$ cat src/rtl/tmr_mon_pkg.sv
// ============================================================================
// tmr_mon_pkg : shared types, defaults and saturating helper for TMR monitor
// Rev 1.0
// ============================================================================
`default_nettype none

package tmr_mon_pkg;

  localparam int DEF_WIDTH     = 8;
  localparam int DEF_CNT_WIDTH = 16;
  localparam int SAT_W         = 64;

  typedef enum logic [0:0] {
    ST_IDLE = 1'b0,
    ST_HOLD = 1'b1
  } snap_state_t;

  // Operates on a wide container so one function serves any counter width <= 63.
  function automatic logic [SAT_W-1:0] sat_inc(input logic [SAT_W-1:0] val,
                                               input int bits);
    logic [SAT_W-1:0] max_val;
    max_val = (SAT_W'(1) << bits) - SAT_W'(1);
    return (val >= max_val) ? max_val : val + SAT_W'(1);
  endfunction

endpackage

`default_nettype wire

$ cat src/rtl/tmr_maj3.sv
// ============================================================================
// tmr_maj3 : combinational bitwise 2-of-3 majority
// Rev 1.0
// ============================================================================
`default_nettype none

module tmr_maj3
  import tmr_mon_pkg::*;
#(
  parameter int WIDTH = DEF_WIDTH
) (
  input  logic [WIDTH-1:0] a,
  input  logic [WIDTH-1:0] b,
  input  logic [WIDTH-1:0] c,
  output logic [WIDTH-1:0] maj
);

  assign maj = (a & b) | (a & c) | (b & c);

endmodule

`default_nettype wire

$ cat src/rtl/tmr_vote_monitor.sv
// ============================================================================
// tmr_vote_monitor : majority voter with per-lane upset counters and snapshot
// Rev 1.0
// ============================================================================
`default_nettype none

module tmr_vote_monitor
  import tmr_mon_pkg::*;
#(
  parameter int WIDTH     = DEF_WIDTH,
  parameter int CNT_WIDTH = DEF_CNT_WIDTH
) (
  input  logic                 clkA,
  input  logic                 rstA,
  input  logic                 enA,
  input  logic [WIDTH-1:0]     inA,
  input  logic [WIDTH-1:0]     inB,
  input  logic [WIDTH-1:0]     inC,
  output logic [WIDTH-1:0]     voted,
  output logic                 errA,
  output logic                 errB,
  output logic                 errC,
  output logic                 err_multi,
  input  logic                 snap_req,
  input  logic                 snap_ack,
  output logic                 snap_valid,
  output logic [CNT_WIDTH-1:0] snap_cntA,
  output logic [CNT_WIDTH-1:0] snap_cntB,
  output logic [CNT_WIDTH-1:0] snap_cntC
);

  localparam int C_LANES = 3;

  logic [WIDTH-1:0]     w_maj;
  logic [WIDTH-1:0]     w_lane [C_LANES];
  logic [C_LANES-1:0]   w_mis;
  logic                 w_capture;
  logic [WIDTH-1:0]     r_voted;
  logic [C_LANES-1:0]   r_err;
  logic                 r_err_multi;
  logic [CNT_WIDTH-1:0] r_cnt  [C_LANES];
  logic [CNT_WIDTH-1:0] r_snap [C_LANES];
  snap_state_t          r_state;
  logic                 r_snap_valid;

  tmr_maj3 #(.WIDTH(WIDTH)) u_maj (
    .a   (inA),
    .b   (inB),
    .c   (inC),
    .maj (w_maj)
  );

  assign w_lane[0] = inA;
  assign w_lane[1] = inB;
  assign w_lane[2] = inC;
  assign w_capture = (r_state == ST_IDLE) && snap_req;

  always_ff @(posedge clkA or posedge rstA) begin
    if (rstA) begin
      r_voted     <= '0;
      r_err_multi <= 1'b0;
    end else begin
      r_voted     <= w_maj;
      r_err_multi <= (w_mis[0] & w_mis[1]) | (w_mis[0] & w_mis[2]) | (w_mis[1] & w_mis[2]);
    end
  end

  for (genvar l = 0; l < C_LANES; l++) begin : g_lane
    assign w_mis[l] = enA && (w_lane[l] != w_maj);

    // On capture the new window starts at this cycle's mismatch so no upset is lost.
    always_ff @(posedge clkA or posedge rstA) begin
      if (rstA) begin
        r_err[l]  <= 1'b0;
        r_cnt[l]  <= '0;
        r_snap[l] <= '0;
      end else begin
        r_err[l] <= w_mis[l];
        if (w_capture) begin
          r_snap[l] <= r_cnt[l];
          r_cnt[l]  <= CNT_WIDTH'(w_mis[l]);
        end else if (w_mis[l]) begin
          r_cnt[l]  <= CNT_WIDTH'(sat_inc(SAT_W'(r_cnt[l]), CNT_WIDTH));
        end
      end
    end
  end

  always_ff @(posedge clkA or posedge rstA) begin
    if (rstA) begin
      r_state      <= ST_IDLE;
      r_snap_valid <= 1'b0;
    end else begin
      case (r_state)
        ST_IDLE: begin
          if (snap_req) begin
            r_state      <= ST_HOLD;
            r_snap_valid <= 1'b1;
          end
        end
        ST_HOLD: begin
          if (snap_ack) begin
            r_state      <= ST_IDLE;
            r_snap_valid <= 1'b0;
          end
        end
        default: begin
          r_state      <= ST_IDLE;
          r_snap_valid <= 1'b0;
        end
      endcase
    end
  end

  assign voted      = r_voted;
  assign errA       = r_err[0];
  assign errB       = r_err[1];
  assign errC       = r_err[2];
  assign err_multi  = r_err_multi;
  assign snap_valid = r_snap_valid;
  assign snap_cntA  = r_snap[0];
  assign snap_cntB  = r_snap[1];
  assign snap_cntC  = r_snap[2];

endmodule

`default_nettype wire

$ cat config.mk
export PLATFORM = sky130hd
export DESIGN_NAME = tmr_vote_monitor
export DESIGN_NICKNAME = d
export VERILOG_FILES = /design/src/rtl/tmr_mon_pkg.sv /design/src/rtl/tmr_maj3.sv /design/src/rtl/tmr_vote_monitor.sv
export SDC_FILE = /design/constraint.sdc
export NUM_CORES = 1
export LEC_CHECK = 0
export BUFFER_PORTS_ARGS = -buffer_cell sky130_fd_sc_hd__buf_4
export CORE_MARGIN = 4
export CORE_UTILIZATION = 43
export DETAILED_ROUTE_END_ITERATION = 10
export HOLD_SLACK_MARGIN = 0.15
export PLACE_DENSITY = 0.61
export SETUP_SLACK_MARGIN = 0.4
export SLEW_MARGIN = 40
export SYNTH_ARGS = -nofsm -noshare
export SYNTH_HDL_FRONTEND = slang
export SYNTH_SLANG_ARGS = --single-unit
export TNS_END_PERCENT = 100
$ cat constraint.sdc
create_clock -name clkA -period 6.2 [get_ports clkA]
set_input_delay 0.62 -clock clkA [delete_from_list [all_inputs] [get_ports clkA]]
set_output_delay 0.62 -clock clkA [all_outputs]
set_load 0.01 [all_outputs]
==> flow_metrics.py <==
metrics = {
    "synthesis": {
        "synthArstFlopShare_pct": 100,
        "ys_warn_count": 0,
        "synthesis.area_um2": 5440,
        "yosys.area.top_type": "dfrtp_1",
        "syn_inst": 599,
        "avgSynthCellArea_um2": 9.09,
        "seq_area_frac_synth_pct": 50.6,
        "synth-edff-count": 0,
        "synth.top_cells.by_count": "nand2_1, dfrtp_1, nor2_1, a21oi_1, clkbuf_1",
        "ys_ff_latch": 110,
        "synth_cell_types": 49,
        "yosys.area.top_type_share_pct": 50.6,
        "synthTopCellsByArea": "dfrtp_1, nand2_1, a21oi_1",
        "syn_nets": 631,
        "ys.flop_type": "dfrtp_1",
        "synth_most_common_cell": "nand2_1",
    },
    "grt": {
        "antenna_found_initial": 0,
        "gr-total-overflow": 0,
        "gr-usage-all-layers_pct": 18.6,
        "grt_pass1_vias": 4541,
        "grt_max_degree": 85,
        "grt_pass1_wl_um": 22100,
    },
    "layout": {
        "fin_nets": 706,
        "area.sequential_um2": 2750,
        "final_core_util_pct": 53.6,
        "antennaDiodeCount": 0,
        "layout-drive-gt1-share_pct": 18.3,
        "fillers": 1196,
        "area_growth_pct": 20.3,
        "post-route-cell-area_um2": 6550,
        "multi_input_area_um2": 2560,
    },
    "route": {
        "viasPerCell": 5.51,
        "wl_per_cell_um": 15.3,
        "drt-pass1-iter-count": 4,
        "vias": 4661,
        "first_iter_violations": 245,
        "drc": 0,
        "finalWirelength_um": 13000,
        "drt.antenna.violating_nets": 0,
    },
    "setup_path": {
        "regToRegStartpoint": "r_cnt[32]",
        "critPathKind": "primary input to flip-flop",
        "start_kind": "primary input",
        "crit_fanout": 23,
        "endpoint_kind": "flip-flop",
        "crit_buf_inv": 1,
        "cpMaxStageDelayCell": "nor4_1",
        "crit_family": "simple AND/OR/NAND/NOR gates",
        "critPathMaxStageDelay_ns": 0.62,
        "cp_cell_sequence": "buf_4 -> and3b_1 -> nor4_1 -> a41oi_4 -> and2_1 -> a311oi_2",
        "crit_arrival_ns": 2.72,
        "required_ns": 6.46,
        "cp-startpoint": "inB[1]",
    },
    "cts": {
        "cts-buffers-inserted": 9,
        "cts_max_level": 3,
        "cts_num_sinks": 110,
        "post-cts-setup-buffer-count": 0,
        "cts_buffer_depth": 2,
        "tritoncts": "yes",
        "hold_buffers": 0,
        "cts.clk_slew.worst_paths_ns": 0.07,
        "cts.repair.resized": 0,
        "clkLatencyLatePin_ns": 0.36,
        "clockRootBuffer": "clkbuf_16",
    },
    "sta": {
        "maxSlewViolCount": 0,
        "rsz0062_at_grt": "no",
        "setup_viol": 0,
        "clock_skew_ns": 0.00922,
        "fin_crit_ns": 2.46,
        "max_freq_mhz": 406,
        "max_slew.worst_pin.slew_ns": 0.724,
        "final_hold_viol_count": 0,
        "period_share_pct": 39.7,
        "setup-tns-final_ns": 0,
        "slew_headroom_pct": 51.4,
    },
    "die": {
        "ioPinCount": 90,
        "start_util_pct": 44.6,
        "placementRows": 40,
        "die_area_um2": 14500,
        "die_w_um": 121,
        "core_area_um2": 12200,
        "die_height_um": 121,
    },
    "placed_design": {
        "dp_hpwl_um": 8760,
        "dpl-instance-area_um2": 6270,
        "port_buffers": 89,
        "gp_congestion": 0.799,
    },
    "pwr": {
        "power_density_nw_per_um2": 245,
        "vdd_drop_max_mv": 0.129,
        "p_leak_nw": 3.10,
    },
    "hold_path": {
        "hold_path_class": "primary input to async pin",
    },
    "outcome": {
        "outcome": "finished, final reports clean",
    },
    "run": {
        "cap_violations": 0,
    },
}
## layer usage
metal,share of wire (%),wire (um),GRT usage [%]
met1,45,5890,24.5
met2,49,6330,30.2
met3,3.8,489,3.18
met4,2.1,274,7.86
met5,0,0,0
## area by class of cell
cell class                      instances  share of cell area, %
Clock buffer                           12                   3.76
Multi-Input combinational cell        448                   39.1
Tap cell                              168                   3.21
Clock inverter                          3                  0.325
Timing Repair Buffer                   93                   10.8
Sequential cell                       110                   42.0
Inverter                               12                  0.726
## state kept, by name, indices dropped and copies added, names as in the netlist
signal	count
r_state	1
r_cnt	48
snap_valid	1
errC	1
errA	1
snap_cntA	16
errB	1
snap_cntC	16
snap_cntB	16
err_multi	1
voted	8
## worst register-to-register path, delay by kind of cell, from the launching register on
| kind | cells | cell delay [ns] |
|---|---|---|
| adder cells (fa/ha/maj) | 1 | 0.28 |
| AND/OR/NAND/NOR | 3 | 1.09 |
| flip-flops | 1 | 0.46 |
| AO/OA/AOI/OAI | 1 | 0.28 |
## cell families after synthesis
group,Yosys count,synth area share (%)
muxes,2,0.368
and+or+nand+nor,315,28.3
adders and majority gates,3,0.690
AOI/OAI and AO/OA,128,17.0
DFF,110,50.6
buffers and inverters,41,3.10
## final timing paths
path | slack, ns | end | depth (start not counted)
max | 3.74 | r_cnt[37] | 6
min | 0.24 | snap_cntB[12] | 2
max reg2reg | 4.00 | r_cnt[37] | 5
min reg2reg | 0.47 | snap_cntB[14] | 2
max in group asynchronous | 4.95 | voted[0] | 3
min in group clkA | 0.46 | r_state | 2
## per-stage QoR
step / hold WS (ns) / power (mW) / cells / setup slack (ns)
after floorplan: 0.445 / 0.961 / 599 / 2.68
after global placement: 0.459 / 1.07 / 831 / 3.25
after detailed placement: 0.464 / 1.08 / 831 / 3.33
after CTS: 0.245 / 1.63 / 846 / 3.72
after global routing: 0.268 / 1.69 / 846 / 3.53
final: 0.237 / 1.61 / 846 / 3.74
## where the power goes
| group | switching (mW) | total, mW | internal, mW |
|---|---|---|---|
| combinational | 0.151 | 0.253 | 0.102 |
| sequential | 0.0436 | 0.809 | 0.766 |
| clock | 0.263 | 0.545 | 0.282 |
## cell usage in the layout, fill, tap and decap left out, drive strengths merged, types with 4 or more instances in the layout
master    n
nand2   161
dfrtp   110
buf      92
nor2     37
a21oi    32
o21ai    18
a311oi   17
nand3    15
nor3b    15
clkbuf   13
and3b    12
nor3     12
nand4    12
inv      12
a31oi    11
nor4     11
a41oi    11
and3     10
a211oi   10
and4      7
o21a      6
nor2b     6
and2      5
o22ai     5
a32oi     4
Power figures use the tool's default switching activity.
